==> config.mk <==
export PLATFORM = sky130hd
export DESIGN_NAME = fifo_queue_ctrl
export DESIGN_NICKNAME = d
export VERILOG_FILES = /design/src/rtl/fifo_pkg.sv /design/src/rtl/fifo_store.sv /design/src/rtl/fifo_queue_ctrl.sv
export SDC_FILE = /design/constraint.sdc
export NUM_CORES = 1
export LEC_CHECK = 0
export ABC_AREA = 0
export CAP_MARGIN = 5
export CORE_UTILIZATION = 57
export DETAILED_ROUTE_END_ITERATION = 6
export PLACE_DENSITY = 0.87
export SYNTH_ARGS = -nofsm -noshare
export SYNTH_HDL_FRONTEND = slang
export SYNTH_SLANG_ARGS = --single-unit
==> constraint.sdc <==
create_clock -name clk -period 6.3 [get_ports clk]
set_input_delay 0.945 -clock clk [delete_from_list [all_inputs] [get_ports clk]]
set_output_delay 0.945 -clock clk [all_outputs]
set_load 0.02 [all_outputs]
==> src/rtl/fifo_pkg.sv <==
// fifo_pkg: shared constants and types for the FIFO controller slice.
//   DW    - default data width in bits
//   AW    - default address width (DEPTH = 2**AW entries)
//   ptr_t - read/write pointer type (AW bits, wraps naturally)
//   cnt_t - occupancy type (AW+1 bits, holds 0..DEPTH)
package fifo_pkg;

    localparam int DW    = 8;
    localparam int AW    = 4;
    localparam int DEPTH = 1 << AW;

    typedef logic [AW-1:0] ptr_t;
    typedef logic [AW:0]   cnt_t;

endpackage

==> src/rtl/fifo_store.sv <==
// fifo_store: DEPTH x DW distributed-RAM-style storage.
// Combinational read on ra, synchronous write on wa. Separate read and
// write addresses let the controller dequeue and enqueue in the same cycle.
//   clk - write clock
//   we  - write enable
//   wa  - write address
//   d   - write data
//   ra  - read address
//   spo - combinational read data at ra
// Contents are deliberately not reset.
module fifo_store #(
    parameter int DW = fifo_pkg::DW,
    parameter int AW = fifo_pkg::AW
) (
    input  logic          clk,
    input  logic          we,
    input  logic [AW-1:0] wa,
    input  logic [DW-1:0] d,
    input  logic [AW-1:0] ra,
    output logic [DW-1:0] spo
);

    logic [DW-1:0] mem [1 << AW];

    always_ff @(posedge clk) begin
        if (we) mem[wa] <= d;
    end

    // A same-cycle write to ra lands after the edge, so a read here sees
    // the old word (needed when full and both ops fire with wp == rp).
    assign spo = mem[ra];

endmodule

==> src/rtl/fifo_queue_ctrl.sv <==
// fifo_queue_ctrl: synchronous FIFO controller in front of fifo_store.
// Turns enqueue/dequeue requests into store traffic and registers the
// dequeued word.
//   clk       - system clock, all state on rising edge
//   rst       - synchronous active-high reset
//   enq       - enqueue request (edge- or level-qualified, see EDGE_DETECT)
//   in        - data to enqueue, sampled on the accepting edge
//   deq       - dequeue request
//   out       - last dequeued word, registered
//   out_valid - one-cycle pulse: out updated on the preceding edge
//   full      - count == 2**AW
//   empty     - count == 0
//   count     - current occupancy 0..2**AW
module fifo_queue_ctrl #(
    parameter int DW          = fifo_pkg::DW,
    parameter int AW          = fifo_pkg::AW,
    parameter bit EDGE_DETECT = 1'b1
) (
    input  logic          clk,
    input  logic          rst,
    input  logic          enq,
    input  logic [DW-1:0] in,
    input  logic          deq,
    output logic [DW-1:0] out,
    output logic          out_valid,
    output logic          full,
    output logic          empty,
    output logic [AW:0]   count
);

    import fifo_pkg::*;

    localparam logic [AW:0] FULL_CNT = {1'b1, {AW{1'b0}}};

    logic [AW-1:0] rp_q, rp_d, wp_q, wp_d;
    logic [AW:0]   count_q, count_d;
    logic [DW-1:0] out_q, out_d;
    logic          out_valid_q, out_valid_d;
    logic          enq_q, enq_d, deq_q, deq_d;

    logic          enq_r, deq_r, do_enq, do_deq;
    logic [DW-1:0] rd_data;

    fifo_store #(
        .DW (DW),
        .AW (AW)
    ) u_store (
        .clk (clk),
        .we  (do_enq),
        .wa  (wp_q),
        .d   (in),
        .ra  (rp_q),
        .spo (rd_data)
    );

    always_comb begin
        enq_d = enq;
        deq_d = deq;

        // History flops reset to 0, so a request held through reset
        // release still counts as a rising edge.
        enq_r = EDGE_DETECT ? (enq & ~enq_q) : enq;
        deq_r = EDGE_DETECT ? (deq & ~deq_q) : deq;

        empty = (count_q == '0);
        full  = (count_q == FULL_CNT);

        do_deq = deq_r & ~empty;
        // A full queue still accepts a write when a read frees a slot
        // in the same cycle.
        do_enq = enq_r & (~full | do_deq);

        rp_d        = rp_q;
        wp_d        = wp_q;
        out_d       = out_q;
        out_valid_d = 1'b0;
        count_d     = count_q;

        if (do_enq) wp_d = wp_q + 1'b1;

        if (do_deq) begin
            out_d       = rd_data;
            out_valid_d = 1'b1;
            rp_d        = rp_q + 1'b1;
        end

        case ({do_enq, do_deq})
            2'b10:   count_d = count_q + 1'b1;
            2'b01:   count_d = count_q - 1'b1;
            default: count_d = count_q;
        endcase
    end

    always_ff @(posedge clk) begin
        if (rst) begin
            rp_q        <= '0;
            wp_q        <= '0;
            count_q     <= '0;
            out_q       <= '0;
            out_valid_q <= 1'b0;
            enq_q       <= 1'b0;
            deq_q       <= 1'b0;
        end else begin
            rp_q        <= rp_d;
            wp_q        <= wp_d;
            count_q     <= count_d;
            out_q       <= out_d;
            out_valid_q <= out_valid_d;
            enq_q       <= enq_d;
            deq_q       <= deq_d;
        end
    end

    assign out       = out_q;
    assign out_valid = out_valid_q;
    assign count     = count_q;

endmodule

==> Yosys cells after proc, flatten, opt, wreduce, memory -nomap -nowiden <==
Memory sizes are Yosys's and may differ from the RTL's. A register that Yosys moved wholly into a read port is not among the register bits.
Cells that the tools add are included.
{ "word_totals": {"register_bits": 16, "mem_bits_rw": 128, "input_bits": 12, "word_cells": 29, "memories": 1} }
{ "memory_table": {"columns": ["memory", "depth", "width", "read_ports", "rd_clocked_by_memory_dff", "write_ports", "line_no", "rtl"], "rows": [
  ["u_store.mem", 16, 8, 1, 1, 1, "fifo_store.sv:23", "logic [DW-1:0] mem [1 << AW];"]
]} }
{ "op_classes": {"add_sub_neg": 4, "eq_ne": 3, "n_mux": 4, "bitwise_logic": 9, "n_reduce_logical": 2} }
{ "ops": {"columns": ["cell", "count"], "rows": [
  ["$pmux 5 s2", 1],
  ["$add 4x1->4 const B", 2],
  ["$add 5x1->5 const B", 1],
  ["$eq 5x5->1 const B", 1],
  ["$logic_not 5->1", 1],
  ["$sub 5x1->5 const B", 1],
  ["$and 1x1->1", 4],
  ["$not 1->1", 4],
  ["$mux 1", 3],
  ["$eq 2x1->1 const B", 1],
  ["$eq 2x2->1 const B", 1],
  ["$reduce_bool 2->1", 1],
  ["$or 1x1->1", 1]
]} }

==> Logic depth before layout (Yosys ltp) <==
{ "depth": {"depth_word": 7, "mapped_depth": 12, "depth_no_buf": 10} }

==> Modules after synthesis <==
From an unflattened synthesis, not the netlist that was laid out.
{ "hier_totals": {"hier_cells": 339, "area_unflattened_um2": 6163.4} }
{ "modules_own_cells": {"columns": ["module", "n_inst", "cells_each", "area_each_um2"], "rows": [
  ["fifo_store", 1, 221, 4987.3],
  ["fifo_queue_ctrl", 1, 118, 1176.1]
]} }

==> Least setup slack after synthesis <==
Ideal clock, no wire load.
{ "synth_timing": {"kind": "input to register", "from": "input deq", "to": "register count_q[4] (netlist: count[4])", "t_arrival_ps": 2959, "required_ps": 6226, "path_slack_ps": 3267, "path_stages": 11, "path_buffers": 2, "path_cell_list": "nand2b_1 -> clkbuf_1 -> a21oi_1 -> clkbuf_1 -> nand2_1 -> fa_1 -> nand2b_1 -> a21oi_1 -> nand3_1 -> a21o_1 -> a31oi_1"} }
{ "synth_between": {"elab_chain_cells": 6} }
{ "synth_rtl": {"columns": ["item", "line_no", "rtl"], "rows": [
  ["start, declared", "fifo_queue_ctrl.sv:23", "input logic deq,"],
  ["$and 1x1->1 *", "fifo_queue_ctrl.sv:63", "deq_r = EDGE_DETECT ? (deq & ~deq_q) : deq;"],
  ["$and 1x1->1 *", "fifo_queue_ctrl.sv:68", "do_deq = deq_r & ~empty;"],
  ["$or 1x1->1", "fifo_queue_ctrl.sv:71", "do_enq = enq_r & (~full | do_deq);"],
  ["$and 1x1->1", "fifo_queue_ctrl.sv:71", null],
  ["$eq 2x1->1 or $eq 2x2->1 (tied branches)", "fifo_queue_ctrl.sv:87", "case ({do_enq, do_deq})"],
  ["$pmux 5 s2 or $reduce_bool 2->1 (tied branches)", null, null],
  ["end signal, assigned", "fifo_queue_ctrl.sv:106", "count_q <= count_d;"],
  ["end, declared", "fifo_queue_ctrl.sv:36", "logic [AW:0] count_q, count_d;"]
]} }
Every way passes the cells marked *; elsewhere a longest branch is shown, timed or not.
A chain may end at the register's enable or synchronous reset.

==> Final worst setup path <==
{ "layout_timing": {"from": "register count_q[0] (netlist: count[0])", "to": "output empty"} }
{ "layout_between": {"elab_chain_cells": 1} }
{ "layout_rtl": {"columns": ["item", "line_no", "rtl"], "rows": [
  ["$logic_not 5->1", "fifo_queue_ctrl.sv:65", "empty = (count_q == '0);"],
  ["end, declared", "fifo_queue_ctrl.sv:27", "output logic empty,"]
]} }
No other way between the ends.

==> flow_summary.ini <==
[run_status]
status = finished, final reports clean

[final_layout]
num_antenna_cells = 0
finalInstanceArea_um2 = 7030
drive_gt1_frac = 0.136
final_util = 0.681
mostFrequentLayoutCells = edfxtp_1 (128), nor2_1 (44), mux2i_1 (35), clkdlybuf4s50_1 (27), dfxtp_1 (23)
final_common_cell = edfxtp_1
nNetsFinal = 421
area_growth_pct = 16.0

[power]
power.share.clock = 0.373
worst_ir_drop_vdd_mv = 0.242
power.internal_uw = 1980
power_density_nw_per_um2 = 390
p_seq_frac = 0.431
power_switching_share = 0.276
p_switching_uw = 756
comb_power_share = 0.196
p_leak_uw = 0.00221

[global_route]
gr-total-overflow = 0
grt_start_max_net_pins = 51
grt_pass1_wl_um = 20200
grt_pass1_vias = 3398
grt_usage = 0.254
antenna_found_initial = 0

[sta]
max_slew.worst_pin.slew_ns = 1.20
finalHoldViolCount = 0
finalMaxSlewViolations = 0
setup_slack_ns = 2.99
fin_worst_skew_ns = 0.00933
finalCriticalPeriod_ns = 3.31
tns_ns = 0
finalCritPeriodShare = 0.525
setup-violations-final = 0
fmax_ghz = 0.302
grt_setup_unrepaired = no
slew_headroom = 0.195

[clocking]
clk_pin_slew_ns = 0.07
cts_sinks = 152
cts-resized-gates = 0
ctsLongestPathBuffers = 2
clk-insertion-delay-late_ns = 0.54
holdBufCountCts = 0
cts_setup_buffers = 0
tritoncts = done
h-tree-depth = 4
clockRootBuffer = clkbuf_8
numCtsBuffers = 17

[floorplanning]
dieArea_um2 = 11000
core_um2 = 10300
start_util = 0.587
die_y_um = 105
die_w_um = 105
rows = 37
ios = 28

[route]
highest_layer = met4
wire_per_inst_um = 23.5
first_pass_iters = 5
vias = 3414
wl_met2_um = 6580
wl_met3_um = 1050
viasPerCell = 6.22
drt-total-wl_um = 12900
antenna_left = 0
drc = 0
drtIter0Drc = 471
wl_met1_um = 5000

[worst_setup_path]
cp-end-kind = primary output
critPathRequiredTime_ns = 5.35
crit_type = flop to primary output
cp-start-kind = flop
worstPathMaxFanout = 8
arrival_ns = 2.36

[logic_synthesis]
avgSynthCellArea_um2 = 16.3
synth-async-reset-ratio = 0
yosysSeqAreaShare = 0.714
synth_enable_flop_cells = 128
synth-main-ff-cell = edfxtp_1
yosysWarnings = 0
netlist_area_um2 = 6060
ys_types = 35
ys_seq_elements = 152
syn_nets = 392
postSynthCellCount = 371

[place]
place_ws_ns = 2.65
io_buffers = 27
place.gp.congestion = 0.866
dpl_cell_area_um2 = 6440
dp_hpwl_um = 7410

[run]
max_cap_viol_count = 0

[min_path]
min_path_type = flop to flop
-- area by class of cell --
cell class	count	area [um^2]
Tap cell	136	170
Inverter	6	22.5
Clock inverter	13	168
Clock buffer	19	422
Timing Repair Buffer	30	293
Multi-Input combinational cell	193	1630
Sequential cell	152	4330
Fill cell	616	3300
-- critical path: stages, from the launching register on --
cell,delay (ns)
dfxtp_1,0.38
nor4_4,0.60
and2_2,0.26
clkdlybuf4s50_1,0.59
-- sequential cells by signal, summed over array words and instances, names as in the netlist --
register     cells
rp_q             4
wp_q             4
count            5
out_valid        1
deq_q            1
out              8
enq_q            1
u_store.mem    128
-- layer usage --
layer / global-route usage / vias to the layer above
li1: - / 1490
met3: 0.0574 / 23
met5: 0 / -
met1: 0.336 / 1702
met2: 0.418 / 199
met4: 0.0895 / 0
-- power groups by stage --
stage | Combinational [uW] | Clock [uW] | Sequential [uW]
5_1_grt | 578 | 1060 | 1190
3_3_place_gp | 505 | 0 | 1200
4_1_cts | 537 | 1020 | 1180
3_5_place_dp | 522 | 0 | 1200
2_1_floorplan | 316 | 0 | 1230
6_report | 537 | 1020 | 1180
-- logic make-up (layout without fill, tap and decap cells) --
kind of cell | Yosys count | after routing | share of synthesized area
flops | 152 | 152 | 0.714
simple gates | 80 | 80 | 0.0632
mux | 51 | 51 | 0.117
compound gates | 43 | 43 | 0.0539
buf+inv | 26 | 68 | 0.0176
xor+xnor | 10 | 10 | 0.0145
fa+ha+maj | 9 | 9 | 0.0198
-- Yosys cell counts, types with 7 or more instances --
library cell | instances | area share
a22oi_1 | 8 | 0.0099
a311oi_1 | 8 | 0.012
buf_2 | 7 | 0.0058
clkbuf_1 | 11 | 0.0068
dfxtp_1 | 24 | 0.079
edfxtp_1 | 128 | 0.63
ha_1 | 8 | 0.017
mux2i_1 | 35 | 0.058
mux4_2 | 16 | 0.059
nand2_1 | 8 | 0.0050
nor2_1 | 44 | 0.027
o22ai_1 | 16 | 0.017
-- metrics by stage --
stage | total power [uW] | std cells | hold WS, ns
finish | 2740 | 549 | 0.497
detailed placement | 1720 | 517 | 0.491
CTS | 2740 | 549 | 0.500
global placement | 1700 | 517 | 0.492
floorplan | 1550 | 371 | 0.554
global route | 2830 | 549 | 0.531
-- path summary, 6_finish.rpt --
| kind | cells after the start | slack [ns] | endpoint | from |
|---|---|---|---|---|
| worst max-delay path | 3 | 2.99 | empty | count[0] |
| worst min-delay path | 2 | 0.50 | out[7] | out[7] |
| worst max register to register | 10 | 3.49 | count[4] | count[0] |
| worst min register to register | 2 | 0.50 | out[7] | out[7] |
No activity file was read; power rests on OpenSTA's default activity.
